<file path="config.mk">
export PLATFORM = sky130hd
export DESIGN_NAME = logic_reduce_acc
export DESIGN_NICKNAME = d
export VERILOG_FILES = /design/src/rtl/logic_reduce_pkg.sv /design/src/rtl/logic_reduce_op.sv /design/src/rtl/logic_reduce_acc.sv
export SDC_FILE = /design/constraint.sdc
export NUM_CORES = 1
export LEC_CHECK = 0
export BUFFER_PORTS_ARGS = -buffer_cell sky130_fd_sc_hd__buf_2
export CORE_UTILIZATION = 30
export CTS_CLUSTER_SIZE = 25
export DETAILED_ROUTE_END_ITERATION = 16
export GPL_TIMING_DRIVEN = 0
export SYNTH_ARGS = -nofsm -noshare
export SYNTH_HDL_FRONTEND = slang
export SYNTH_SLANG_ARGS = --single-unit
export TNS_END_PERCENT = 30
</file>
<file path="constraint.sdc">
create_clock -name clk -period 2.8 [get_ports clk]
set_input_delay 0.42 -clock clk [delete_from_list [all_inputs] [get_ports clk]]
set_output_delay 0.42 -clock clk [all_outputs]
set_load 0.005 [all_outputs]
</file>
<file path="src/rtl/logic_reduce_pkg.sv">
// Shared types for the multi-beat bitwise reduction unit: operator and state
// encodings, plus helpers that map a requested mode to its base fold operator.
package logic_reduce_pkg;

   typedef enum logic [2:0] {
      MODE_AND  = 3'd0,
      MODE_OR   = 3'd1,
      MODE_XOR  = 3'd2,
      MODE_NAND = 3'd3,
      MODE_NOR  = 3'd4,
      MODE_XNOR = 3'd5
   } mode_e;

   typedef enum logic [1:0] {
      OP_AND = 2'd0,
      OP_OR  = 2'd1,
      OP_XOR = 2'd2
   } base_op_e;

   typedef enum logic [1:0] {
      IDLE  = 2'd0,
      ACCUM = 2'd1,
      HOLD  = 2'd2
   } state_e;

   function automatic logic is_inverting(input mode_e m);
      return (m == MODE_NAND) || (m == MODE_NOR) || (m == MODE_XNOR);
   endfunction

   function automatic logic is_legal(input logic [2:0] m);
      return m <= 3'd5;
   endfunction

   // Inverting modes fold with the same operator as their plain counterpart;
   // the inversion is applied only when presenting the result.
   function automatic base_op_e base_op(input mode_e m);
      base_op_e op;
      op = OP_AND;
      case (m)
         MODE_OR,  MODE_NOR:  op = OP_OR;
         MODE_XOR, MODE_XNOR: op = OP_XOR;
         default:             op = OP_AND;
      endcase
      return op;
   endfunction

endpackage

</file>
<file path="src/rtl/logic_reduce_op.sv">
// Combinational WIDTH-bit bitwise operator, a op b, for the base operators
// AND, OR and XOR.
module logic_reduce_op
   import logic_reduce_pkg::*;
#(
   parameter int WIDTH = 8
) (
   input  base_op_e         op,
   input  logic [WIDTH-1:0] a,
   input  logic [WIDTH-1:0] b,
   output logic [WIDTH-1:0] y
);

   always_comb begin
      y = a & b;
      case (op)
         OP_OR:   y = a | b;
         OP_XOR:  y = a ^ b;
         default: y = a & b;
      endcase
   end

endmodule

</file>
<file path="src/rtl/logic_reduce_acc.sv">
// Multi-beat bitwise reduction: folds a packet of words with a selectable
// operator and holds one result word plus a single-bit reduction until taken.
module logic_reduce_acc
   import logic_reduce_pkg::*;
#(
   parameter int WIDTH     = 8,
   parameter int MAX_BEATS = 16
) (
   input  logic             clk,
   input  logic             rst,
   input  logic [2:0]       mode,
   input  logic             in_valid,
   output logic             in_ready,
   input  logic [WIDTH-1:0] in_data,
   input  logic             in_last,
   output logic             out_valid,
   input  logic             out_ready,
   output logic [WIDTH-1:0] out_data,
   output logic             out_bit,
   output logic [$clog2(MAX_BEATS+1)-1:0] out_count,
   output logic             out_err
);

   localparam int CNT_W = $clog2(MAX_BEATS+1);
   localparam logic [CNT_W-1:0] LAST_COUNT = CNT_W'(MAX_BEATS - 1);

   state_e           state;
   logic [WIDTH-1:0] acc;
   logic [CNT_W-1:0] count;
   mode_e            mode_q;
   logic             err_q;
   logic [WIDTH-1:0] fold;
   logic             beat;
   logic             inv;
   logic             base_bit;

   assign in_ready  = (state != HOLD);
   assign out_valid = (state == HOLD);
   assign beat      = in_valid && in_ready;

   logic_reduce_op #(.WIDTH(WIDTH)) u_op (
      .op (base_op(mode_q)),
      .a  (acc),
      .b  (in_data),
      .y  (fold)
   );

   always_ff @(posedge clk or posedge rst) begin
      if (rst) begin
         state  <= IDLE;
         acc    <= '0;
         count  <= '0;
         mode_q <= MODE_AND;
         err_q  <= 1'b0;
      end else begin
         case (state)
            IDLE: begin
               if (beat) begin
                  acc   <= in_data;
                  count <= CNT_W'(1);
                  // Illegal modes fall back to AND and flag the packet.
                  if (is_legal(mode)) begin
                     mode_q <= mode_e'(mode);
                  end else begin
                     mode_q <= MODE_AND;
                     err_q  <= 1'b1;
                  end
                  state <= in_last ? HOLD : ACCUM;
               end
            end
            ACCUM: begin
               if (beat) begin
                  acc   <= fold;
                  count <= count + CNT_W'(1);
                  if (in_last) begin
                     state <= HOLD;
                  end else if (count == LAST_COUNT) begin
                     state <= HOLD;
                     err_q <= 1'b1;
                  end
               end
            end
            HOLD: begin
               if (out_ready) begin
                  state <= IDLE;
                  err_q <= 1'b0;
               end
            end
            default: state <= IDLE;
         endcase
      end
   end

   // Result outputs are decoded purely from registered state.
   always_comb begin
      inv      = is_inverting(mode_q);
      base_bit = &acc;
      case (base_op(mode_q))
         OP_OR:   base_bit = |acc;
         OP_XOR:  base_bit = ^acc;
         default: base_bit = &acc;
      endcase
      out_data  = inv ? ~acc : acc;
      out_bit   = base_bit ^ inv;
      out_count = count;
      out_err   = err_q;
   end

endmodule

</file>
== Word-level counts from Yosys, hierarchy flattened ==
Cells that the tools add are included.

* Bits in registers: 19
* Bits of input ports: 16
* Output and inout port bits: 17

* Add/subtract/negate cells: 1
* Order comparisons: 1
* Equality and inequality tests: 18
* Mux-type cells: 25
* Bitwise logic cells: 5
* Reduce and logical (&&, ||, !) cells: 15

{| class="wikitable"
|+ Operators with widths
! operator !! count
|-
| one-hot mux 8 bit (2 select lines) || 2
|-
| 2-to-1 mux 8 bit || 3
|-
| 2-to-1 mux 2 bit || 6
|-
| != test 2 bit, second input constant || 6
|-
| 2-to-1 mux 5 bit || 2
|-
| one-hot mux 5 bit (2 select lines) || 1
|-
| AND 8 bit || 1
|-
| inverter 8 bit || 1
|-
| OR 8 bit || 1
|-
| AND reduction 8 bit || 1
|-
| OR reduction 8 bit || 1
|-
| parity 8 bit || 1
|-
| XOR 8 bit || 1
|-
| AND reduction 7 bit || 1
|-
| == test 3 x 2 -> 1 bit, second input constant || 2
|-
| == test 3 bit, second input constant || 2
|-
| 2-to-1 mux 1 bit || 6
|-
| one-hot mux 2 bit (3 select lines) || 1
|-
| adder 5 x 1 -> 5 bit, second input constant || 1
|-
| == test 5 x 4 -> 1 bit, second input constant || 1
|-
| == test 2 x 1 -> 1 bit, second input constant || 2
|-
| == test 2 bit, second input constant || 2
|-
| one-hot mux 2 bit (2 select lines) || 1
|-
| AND reduction 4 bit || 1
|-
| other kinds (16) || 18
|}

== Depth between registers and ports, before layout ==
Gate-level depths: netlist (run 1).

* Depth in word-level cells: 7
* Mapped depth: 9
* Depth with buffers taken out: 9

== Modules after synthesis ==
Synthesis (run 1) repeated with hierarchy kept, for this count alone.

* Cells, all modules: 213
* Area total of the unflattened synthesis: 1809.2 µm²

{| class="wikitable"
|+ By module, submodules not included
! module !! instances !! cells an instance !! area an instance (µm²) !! sequential area each (µm²)
|-
| logic_reduce_acc || 1 || 143 || 1327.5 || 475.5
|-
| logic_reduce_op || 1 || 70 || 481.7 || 0.0
|}

== Worst setup path after synthesis (run 1) ==
No wires, ideal clock.

* Path type: reg2out
* Start: reg mode_q[2]
* End: out out_bit
* Arrival: 1.513 ns
* Required time: 2.380 ns
* Setup slack: 0.867 ns
* Cell stages (with the launch flop): 8
* Path buffers: 0
* Cells stage by stage: dfrtp_1 -> xor2_1 -> nand2b_1 -> ha_1 -> inv_1 -> nand2_1 -> o221ai_1 -> xnor2_1

* Longest elaborated chain between the ends: 6

{| class="wikitable"
|+ Ends and longest elaborated chain
! item !! RTL line !! text
|-
| from (decl) || logic_reduce_acc.sv:30 || <nowiki>mode_e mode_q;</nowiki>
|-
| from (signal assigned) || logic_reduce_acc.sv:63 || <nowiki>mode_q <= mode_e'(mode);</nowiki>
|-
| == test 3 bit (tied with other cells) || logic_reduce_pkg.sv:27, logic_reduce_pkg.sv:39 ||
|-
| OR reduction 2 bit || logic_reduce_pkg.sv:39 || <nowiki>case (m)</nowiki>
|-
| one-hot mux 2 bit (2 select lines) || logic_reduce_pkg.sv:39 ||
|-
| == test 2 bit / == test 2 x 1 -> 1 bit (equally long branches) || logic_reduce_acc.sv:98 || <nowiki>case (base_op(mode_q))</nowiki>
|-
| one-hot mux 1 bit (2 select lines) || logic_reduce_acc.sv:98 ||
|-
| XOR 1 bit * || logic_reduce_acc.sv:104 || <nowiki>out_bit = base_bit ^ inv;</nowiki>
|-
| to (decl) || logic_reduce_acc.sv:19 || <nowiki>output logic out_bit,</nowiki>
|}

Every way passes the cells marked *; elsewhere a longest branch is shown, timed or not.

== Worst setup path in the final report (run 1) ==
Ends and elaborated chain as after synthesis.

==> flow_metrics.env, run 1 <==
export IMPL_status="completed"
export IMPL_async_flop_share_pct=100
export IMPL_synth_nets=243
export IMPL_dieArea_um2=6030
export IMPL_synth_top_family_by_area="adder cells"
export IMPL_coreArea_um2=5510
export IMPL_fin_setup_tns_ns=0
export IMPL_fin_nets=280
export IMPL_row_count=27
export IMPL_ctsResizeCount=0
export IMPL_cts_tree="yes"
export IMPL_start_kind="flop"
export IMPL_cts_sinks=19
export IMPL_cts_hold_repair_buffers=0
export IMPL_design_area_um2=2020
export IMPL_muxShareOfSynthArea_pct=1.24
export IMPL_drc_errors=0
export IMPL_ys_seq_area_share_pct=27.7
export IMPL_fin_util_pct=36.6
export IMPL_drive_gt1_share_pct=22.1
export IMPL_syn2layout_area_growth_pct=17.4
export IMPL_pwr_density_cell_nw_per_um2=730
export IMPL_postRouteAntennaNets=0
export IMPL_crit_type="flop to primary output"
export IMPL_top_level_ports=33
export IMPL_clk_pin_slew_ns=0.08
export IMPL_ys_ff_latch=19
export IMPL_clock_fmax_mhz=398
export IMPL_hold_class="primary input to async pin"
export IMPL_via_per_inst=4.73
export IMPL_initial_core_util_pct=31.2
export IMPL_n_antenna_cell=0
export IMPL_grt_max_degree=20
export IMPL_gp_congestion=0.738
export IMPL_grt_ovfl_total=0
export IMPL_cap_viol_max_count=0
export IMPL_synthAdderAreaFrac_pct=20.4
export IMPL_cts_root_buffer="clkbuf_8"
export IMPL_antenna_found_initial=0
export IMPL_grt_pass1_vias=1387
export IMPL_synth_simple_area_share_pct=12.7
export IMPL_met3_length_um=123
export IMPL_yosys_most_used_dff="dfrtp_1"
export IMPL_port_buffers=32
export IMPL_yosys_area_top_type="dfrtp_1"
export IMPL_pre_cts_slack_ns=0.585
export IMPL_worst_path_dominant_cell_family="flip-flops"
export IMPL_synth_xor_area_share_pct=6.63
export IMPL_ys_warn_count=0
export IMPL_cp_end_kind="primary output"
export IMPL_vias=1452
export IMPL_placed_area_um2=1970
export IMPL_critPathMaxFanout=6
export IMPL_crit_path_max_incr_delay_ns=0.44
export IMPL_relSlewSlack_pct=46.6
export IMPL_drt_iter0_markers=50
export IMPL_synth_area_leaders="dfrtp_1 28%, ha_1 20%, inv_1 7.4%, xnor2_1 6.1%, nand2_1 5.5%"
export IMPL_dpl_hpwl_mm=2.86
export IMPL_wl_met1_mm=1.77
export IMPL_top_layer_used="met4"
export IMPL_met2_wirelength_mm=1.91
export IMPL_cts_htree_levels=1
export IMPL_synth_edf_count=0
export IMPL_finalMaxSlewViolations=0
export IMPL_path_cells="xor2_1, nand2b_1, ha_1, inv_1, nand2_1, o221ai_1, xnor2_1, buf_2"
export IMPL_track_usage_pct=13.9
export IMPL_cts_setup_buffers=0
export IMPL_syn_area_um2=1720
export IMPL_grt_pass1_wl_mm=6.64
export IMPL_cts_buffers=3
export IMPL_synth_compound_area_share_pct=19.7
export IMPL_fp_dieW_um=77.7
export IMPL_fin_crit_ns=2.51
export IMPL_crit_arrival_ns=2.09
export IMPL_syn_area_per_cell_um2=8.63
export IMPL_setup_ws_ns=0.287
export IMPL_synth_distinct_cells=34
export IMPL_vdd_drop_max_mv=0.285
export IMPL_nFillCells=588
export IMPL_synth_cells=199
export IMPL_finalHoldViolations=0
export IMPL_cpMaxStageDelayCell="dfrtp_1"
export IMPL_clock_skew_ns=0.00396
export IMPL_synth_top_area_share_pct=27.7
export IMPL_total_power_uw=1470
export IMPL_drt_wirelength_per_cell_um=12.5
export IMPL_dr_pass1_iters=4
export IMPL_clock_path_buffers=2
export IMPL_fp_dieH_um=77.7
export IMPL_clk_latency_ns=0.27
export IMPL_leakage_uw=0.00101
export IMPL_rsz0062_at_grt="no"
export IMPL_worst_slew_pin_slew_ns=0.801
export IMPL_finalCritPeriodShare_pct=89.7
export IMPL_setup_viol=0
export IMPL_routed_wl_mm=3.83
export IMPL_critical_path_buf_inv_count=2
export IMPL_required_ns=2.38
-- cell usage after synthesis (2+ instances only) --
library cell / number
o31ai_1: 3
xnor2_1: 12
inv_1: 34
buf_2: 4
o21ai_0: 6
ha_1: 28
a221oi_1: 6
o21ai_2: 3
o32a_1: 2
nand4_1: 2
o21ai_1: 4
nor2_1: 4
nor2b_1: 2
o41ai_1: 2
buf_6: 4
nand2_1: 25
a21oi_1: 13
nand3_1: 3
nand2b_1: 8
a221oi_2: 2
dfrtp_1: 19
-- cell usage in the layout (no fill, tap or decap), types with 2 or more instances in the layout --
cell,count
clkbuf_8,3
nand4_1,2
nand3_1,3
o31ai_1,3
ha_1,28
o21ai_2,3
o21ai_1,4
dfrtp_1,19
o32a_1,2
nand2b_1,8
nand2_1,25
a21oi_1,13
nor2_1,4
o21ai_0,6
buf_6,4
xnor2_1,12
a221oi_1,6
a221oi_2,2
inv_1,34
buf_2,36
nor2b_1,2
o41ai_1,2
-- state kept, by name (all words and copies together), names as in the netlist --
| register | count |
|---|---|
| out_err | 1 |
| acc | 8 |
| state | 2 |
| out_count | 5 |
| mode_q | 3 |
-- metrics by stage --
| stage | hold slack [ns] | cells |
|---|---|---|
| 6_report | 0.289 | 307 |
| 5_1_grt | 0.341 | 307 |
| 4_1_cts | 0.316 | 307 |
| 3_5_place_dp | 0.500 | 303 |
| 3_3_place_gp | 0.489 | 303 |
| 2_1_floorplan | 0.371 | 199 |
-- power breakdown --
part           internal, µW  switching [µW]
clock                   101             111
sequential              341            94.7
combinational           397             427
-- metal layers --
metal  GRT usage, %  up-vias
li1               -      740
met1           17.4      676
met2           24.2       32
met3           2.71        4
met4           3.21        0
met5              0        -
-- path summary, 6_finish.rpt --
check | from | endpoint | slack [ns] | cells past startpoint
max in group asynchronous | rst | acc[0] | 2.01 | 2
min | rst | out_count[0] | 0.29 | 2
max | mode_q[2] | out_bit | 0.29 | 8
min reg2reg | out_count[3] | out_count[3] | 0.51 | 1
max reg2reg | mode_q[2] | acc[4] | 0.91 | 8
min in group clk | out_ready | state[1] | 0.33 | 2
-- final cells by class --
class,count,area [µm²],area share (%)
clock buffer,3,41.3,2.05
buffer,9,72.6,3.60
timing repair buffer,32,160,7.94
multi-input combinational,137,1040,51.7
clock inverter,1,7.51,0.372
inverter,34,128,6.33
tap,72,90.1,4.47
sequential,19,475,23.6
-- kinds of logic after synthesis --
group | count (synthesis)
AOI/OAI and AO/OA | 48
xor gates and xnor gates | 13
adders and majority gates | 28
buffers and inverters | 43
DFF | 19
muxes | 2
and+or+nand+nor | 46
No activity file was read; power rests on OpenSTA's default activity.
==> run 2, diff against run 1 <==
CELL_PAD_IN_SITES_DETAIL_PLACEMENT = 1   (was default)
CELL_PAD_IN_SITES_GLOBAL_PLACEMENT = 2   (was default)
PLACE_DENSITY_LB_ADDON = 0.1   (was default)
==> run 2 against run 1 <==
Combinational power rose by 4.9%. Non-clock buffer count did not move. Worst hold slack improved by 0.00076 ns. Global-route usage rose by 2.6 points. First-iteration DRC count fell by 42%. Critical path depth did not move.
==> flow_metrics.env, run 2 (synthesized netlist as in run 1, its figures left out) <==
export IMPL_rr_endpoint="acc[4]"
export IMPL_setup_ws_ns=0.249
export IMPL_design_area_um2=2010
export IMPL_row_count=27
export IMPL_top_register="acc"
export IMPL_dpl_hpwl_mm=3.61
export IMPL_gp_congestion=0.780
export IMPL_status="completed"
export IMPL_cts_tree="yes"
export IMPL_crit_type="flop to primary output"
export IMPL_r2r_setup_slack_ns=0.80
export IMPL_ctsResizeCount=0
export IMPL_nFillCells=670
export IMPL_required_ns=2.38
export IMPL_clk_pin_slew_ns=0.07
export IMPL_cts_htree_levels=1
export IMPL_drive_gt1_share_pct=21.7
export IMPL_drc_errors=0
export IMPL_relSlewSlack_pct=48.4
export IMPL_routed_wl_mm=4.65
export IMPL_final_cell_mix="36 x buf_2, 34 x inv_1, 28 x ha_1, 25 x nand2_1, 19 x dfrtp_1"
export IMPL_fin_crit_ns=2.55
export IMPL_cts_buffers=3
export IMPL_fin_util_pct=36.6
export IMPL_port_buffers=32
export IMPL_cp_end_kind="primary output"
export IMPL_rsz0062_at_grt="no"
export IMPL_pwr_density_cell_nw_per_um2=746
export IMPL_postRouteAntennaNets=0
export IMPL_fp_dieH_um=77.7
export IMPL_crit_arrival_ns=2.13
export IMPL_cpMaxStageDelayCell="dfrtp_1"
export IMPL_setup_viol=0
export IMPL_grt_pass1_vias=1620
export IMPL_clock_skew_ns=0.00185
export IMPL_path_cells="xor2_1, nand2b_1, ha_1, inv_1, nand2_1, o221ai_1, xnor2_1, buf_2"
export IMPL_dieArea_um2=6030
export IMPL_critPathMaxFanout=6
export IMPL_antenna_found_initial=0
export IMPL_dr_pass1_iters=4
export IMPL_clock_fmax_mhz=392
export IMPL_pre_cts_slack_ns=0.500
export IMPL_coreArea_um2=5510
export IMPL_cap_viol_max_count=0
export IMPL_cts_setup_buffers=0
export IMPL_placed_area_um2=1970
export IMPL_vias=1514
export IMPL_initial_core_util_pct=31.2
export IMPL_fin_nets=280
export IMPL_n_antenna_cell=0
export IMPL_critical_path_buf_inv_count=2
export IMPL_finalHoldViolations=0
export IMPL_rr_worst_depth=8
export IMPL_total_power_uw=1500
export IMPL_cts_sinks=19
export IMPL_drt_iter0_markers=29
export IMPL_multi_input_area_um2=1040
export IMPL_crit_path_max_incr_delay_ns=0.44
export IMPL_largest_reg_flops=8
export IMPL_vdd_drop_max_mv=0.194
export IMPL_layout_commonest_cell="buf_2"
export IMPL_leakage_uw=0.00101
export IMPL_syn2layout_area_growth_pct=17.2
export IMPL_grt_max_degree=20
export IMPL_finalCritPeriodShare_pct=91.1
export IMPL_top_level_ports=33
export IMPL_drt_wirelength_per_cell_um=15.2
export IMPL_grt_ovfl_total=0
export IMPL_via_per_inst=4.93
export IMPL_worst_slew_pin_slew_ns=0.773
export IMPL_fp_dieW_um=77.7
export IMPL_worst_path_dominant_cell_family="flip-flops"
export IMPL_hold_class="primary input to async pin"
export IMPL_fin_setup_tns_ns=0
export IMPL_clk_latency_ns=0.26
export IMPL_r2r_start="mode_q[2]"
export IMPL_finalMaxSlewViolations=0
export IMPL_track_usage_pct=16.4
export IMPL_grt_pass1_wl_mm=7.73
export IMPL_clock_path_buffers=2
export IMPL_cts_root_buffer="clkbuf_8"
export IMPL_start_kind="flop"
export IMPL_final_seq_area_um2=475
export IMPL_cts_hold_repair_buffers=0
[run 2: cell count changes in the layout (fill, tap and decap cells not counted)]
| cell | previous run | this run |
|---|---|---|
| clkbuf_1 | 0 | 1 |
| clkinvlp_4 | 1 | 0 |
[run 2: worst max-delay path by stage]
stage,startpoint,to,slack (ns),depth (start not counted)
floorplan,mode_q[2],out_bit,0.87,7
global placement,mode_q[2],out_bit,0.58,8
CTS,mode_q[2],out_bit,0.21,8
global route,mode_q[2],out_bit,0.01,9
finish,mode_q[2],out_bit,0.25,8
detailed placement,mode_q[2],out_bit,0.50,8
[run 2: metal layers]
metal	vias to the layer above	share of wire (%)	GRT usage, %
li1	745	-	-
met3	5	2.8	1.65
met2	25	53	33.5
met5	-	0	0
met4	0	0.90	3.96
met1	739	44	17.7
[run 2: where the power goes]
group | internal, µW | total [µW] | switching (µW)
Sequential | 342 | 444 | 102
Clock | 101 | 194 | 92.6
Combinational | 399 | 864 | 464
[run 2: layout make-up]
cell class | count | share of cell area [%]
multi-input cells | 137 | 51.8
repair buffers | 32 | 7.96
inverters | 34 | 6.34
flip-flops and latches | 19 | 23.6
clock buffers | 4 | 2.24
well taps | 72 | 4.47
plain buffers | 9 | 3.60
[run 2: stage by stage]
stage,std cells,hold WS (ns)
final,307,0.290
after global routing,307,0.351
after CTS,307,0.332
after detailed placement,303,0.504
after global placement,303,0.480
after floorplan,199,0.371
==> run 3, diff against run 2 <==
CORE_MARGIN = 2   (was default)
==> run 3 against run 2 <==
Global-route usage barely moved. Worst setup slack better by 0.0071 ns. Register-to-register slack about the same. First-iteration DRC count increased by 24%. Non-clock buffer count is the same. Sequential power about the same. Wire length up 1.2%. Worst hold slack better by 0.0051 ns. Die area grew 5.2%. Clock skew up 0.00056 ns. Clock-buffer cell count stayed put. Sequential share of layout area unchanged. Critical endpoint unchanged.
==> flow_metrics.env, run 3 (synthesized netlist as in run 1, its figures left out) <==
export IMPL_start_kind="flop"
export IMPL_multi_input_area_um2=1040
export IMPL_fin_cells=307
export IMPL_clock_path_buffers=2
export IMPL_clock_fmax_mhz=393
export IMPL_drive_gt1_share_pct=21.7
export IMPL_ctsResizeCount=0
export IMPL_clk_latency_ns=0.25
export IMPL_drt_iter0_markers=36
export IMPL_antenna_found_initial=0
export IMPL_cpMaxStageDelayCell="dfrtp_1"
export IMPL_hold_class="primary input to async pin"
export IMPL_gp_congestion=0.829
export IMPL_cts_setup_buffers=0
export IMPL_finalMaxSlewViolations=0
export IMPL_setup_viol=0
export IMPL_cp_end_kind="primary output"
export IMPL_drt_wirelength_per_cell_um=15.3
export IMPL_leakage_uw=0.00101
export IMPL_grt_max_degree=20
export IMPL_n_antenna_cell=0
export IMPL_clkPwrFrac_pct=13.0
export IMPL_dr_pass1_iters=4
export IMPL_rr_endpoint="acc[4]"
export IMPL_finalCritPeriodShare_pct=90.8
export IMPL_dpl_hpwl_mm=3.72
export IMPL_cts_root_buffer="clkbuf_8"
export IMPL_grt_pass1_wl_mm=8.12
export IMPL_finalHoldViolations=0
export IMPL_coreArea_um2=5510
export IMPL_final_cell_mix="36 x buf_2, 34 x inv_1, 28 x ha_1, 25 x nand2_1, 19 x dfrtp_1"
export IMPL_fin_nets=280
export IMPL_critPathMaxFanout=6
export IMPL_final_seq_area_um2=475
export IMPL_cap_viol_max_count=0
export IMPL_startpoint="mode_q[2]"
export IMPL_critical_path_buf_inv_count=2
export IMPL_cts_buffers=3
export IMPL_via_per_inst=4.90
export IMPL_grt_ovfl_total=0
export IMPL_initial_core_util_pct=31.2
export IMPL_routed_wl_mm=4.71
export IMPL_worst_path_dominant_cell_family="flip-flops"
export IMPL_fin_crit_ns=2.54
export IMPL_layout_commonest_cell="buf_2"
export IMPL_track_usage_pct=16.4
export IMPL_row_count=27
export IMPL_cts_hold_repair_buffers=0
export IMPL_fp_dieH_um=79.7
export IMPL_r2r_start="mode_q[2]"
export IMPL_combPwrFrac_pct=57.6
export IMPL_fp_dieW_um=79.7
export IMPL_p_seq_share_pct=29.4
export IMPL_top_register="acc"
export IMPL_relSlewSlack_pct=48.0
export IMPL_dp_cells=303
export IMPL_crit_path_max_incr_delay_ns=0.44
export IMPL_port_buffers=32
export IMPL_clk_pin_slew_ns=0.08
export IMPL_nFillCells=674
export IMPL_syn2layout_area_growth_pct=17.2
export IMPL_path_cells="xor2_1, nand2b_1, ha_1, inv_1, nand2_1, o221ai_1, xnor2_1, buf_2"
export IMPL_drc_errors=0
export IMPL_postRouteAntennaNets=0
export IMPL_rsz0062_at_grt="no"
export IMPL_vias=1503
export IMPL_cts_tree="yes"
export IMPL_r2r_setup_slack_ns=0.81
export IMPL_rr_worst_depth=8
export IMPL_dieArea_um2=6350
export IMPL_status="completed"
export IMPL_crit_arrival_ns=2.12
export IMPL_grt_pass1_vias=1686
export IMPL_p_int_uw=843
export IMPL_worst_slew_pin_slew_ns=0.779
export IMPL_fin_setup_tns_ns=0
export IMPL_required_ns=2.38
export IMPL_pwr_density_cell_nw_per_um2=750
export IMPL_vdd_drop_max_mv=0.206
export IMPL_cts_sinks=19
export IMPL_largest_reg_flops=8
export IMPL_crit_type="flop to primary output"
export IMPL_swShare_pct=44.2
export IMPL_p_sw_uw=668
export IMPL_cts_htree_levels=1
export IMPL_top_level_ports=33
export IMPL_clock_skew_ns=0.00241
## run 3: worst register-to-register path: stages (launching register included)
cell      delay, ns
dfrtp_1        0.44
xor2_1         0.18
nand2b_1       0.09
ha_1           0.43
buf_6          0.19
a21oi_1        0.06
a221oi_1       0.27
a21oi_1        0.13
o21ai_2        0.13
## run 3: worst max path at each step
stage	end	slack, ns	cells past startpoint
finish	out_bit	0.26	8
global route	out_bit	0.05	9
CTS	out_bit	0.21	8
detailed placement	out_bit	0.51	8
global placement	out_bit	0.58	8
floorplan	out_bit	0.87	7
## run 3: metrics by stage
stage / util, % / power (µW) / hold WS (ns) / setup WS [ns] / cell area (µm²)
final: 36.6 / 1510 / 0.295 / 0.256 / 2010
after global placement: 35.7 / 1290 / 0.481 / 0.578 / 1970
after floorplan: - / 1030 / 0.371 / 0.867 / 1720
after CTS: 36.6 / 1540 / 0.333 / 0.208 / 2010
after detailed placement: 35.7 / 1340 / 0.503 / 0.512 / 1970
after global routing: 36.6 / 1680 / 0.342 / 0.0476 / 2010
## run 3: per-layer routing
layer / track usage (%) / share of wire [%]
met1: 20.0 / 45
met2: 30.8 / 51
met3: 1.47 / 3.0
met4: 4.14 / 0.53
met5: 0 / 0
## run 3: power by group through the flow
stage               clock network, µW  registers, µW  logic [µW]
global placement                    0            442         849
CTS                               205            446         890
finish                            197            444         870
global route                      220            462         999
detailed placement                  0            452         888
floorplan                           0            424         607
## run 3: final cells by class
cell class | count | share of cell area [%]
buffer | 9 | 3.60
sequential | 19 | 23.6
clock buffer | 4 | 2.24
multi-input combinational | 137 | 51.8
timing repair buffer | 32 | 7.96
inverter | 34 | 6.34
tap | 72 | 4.47
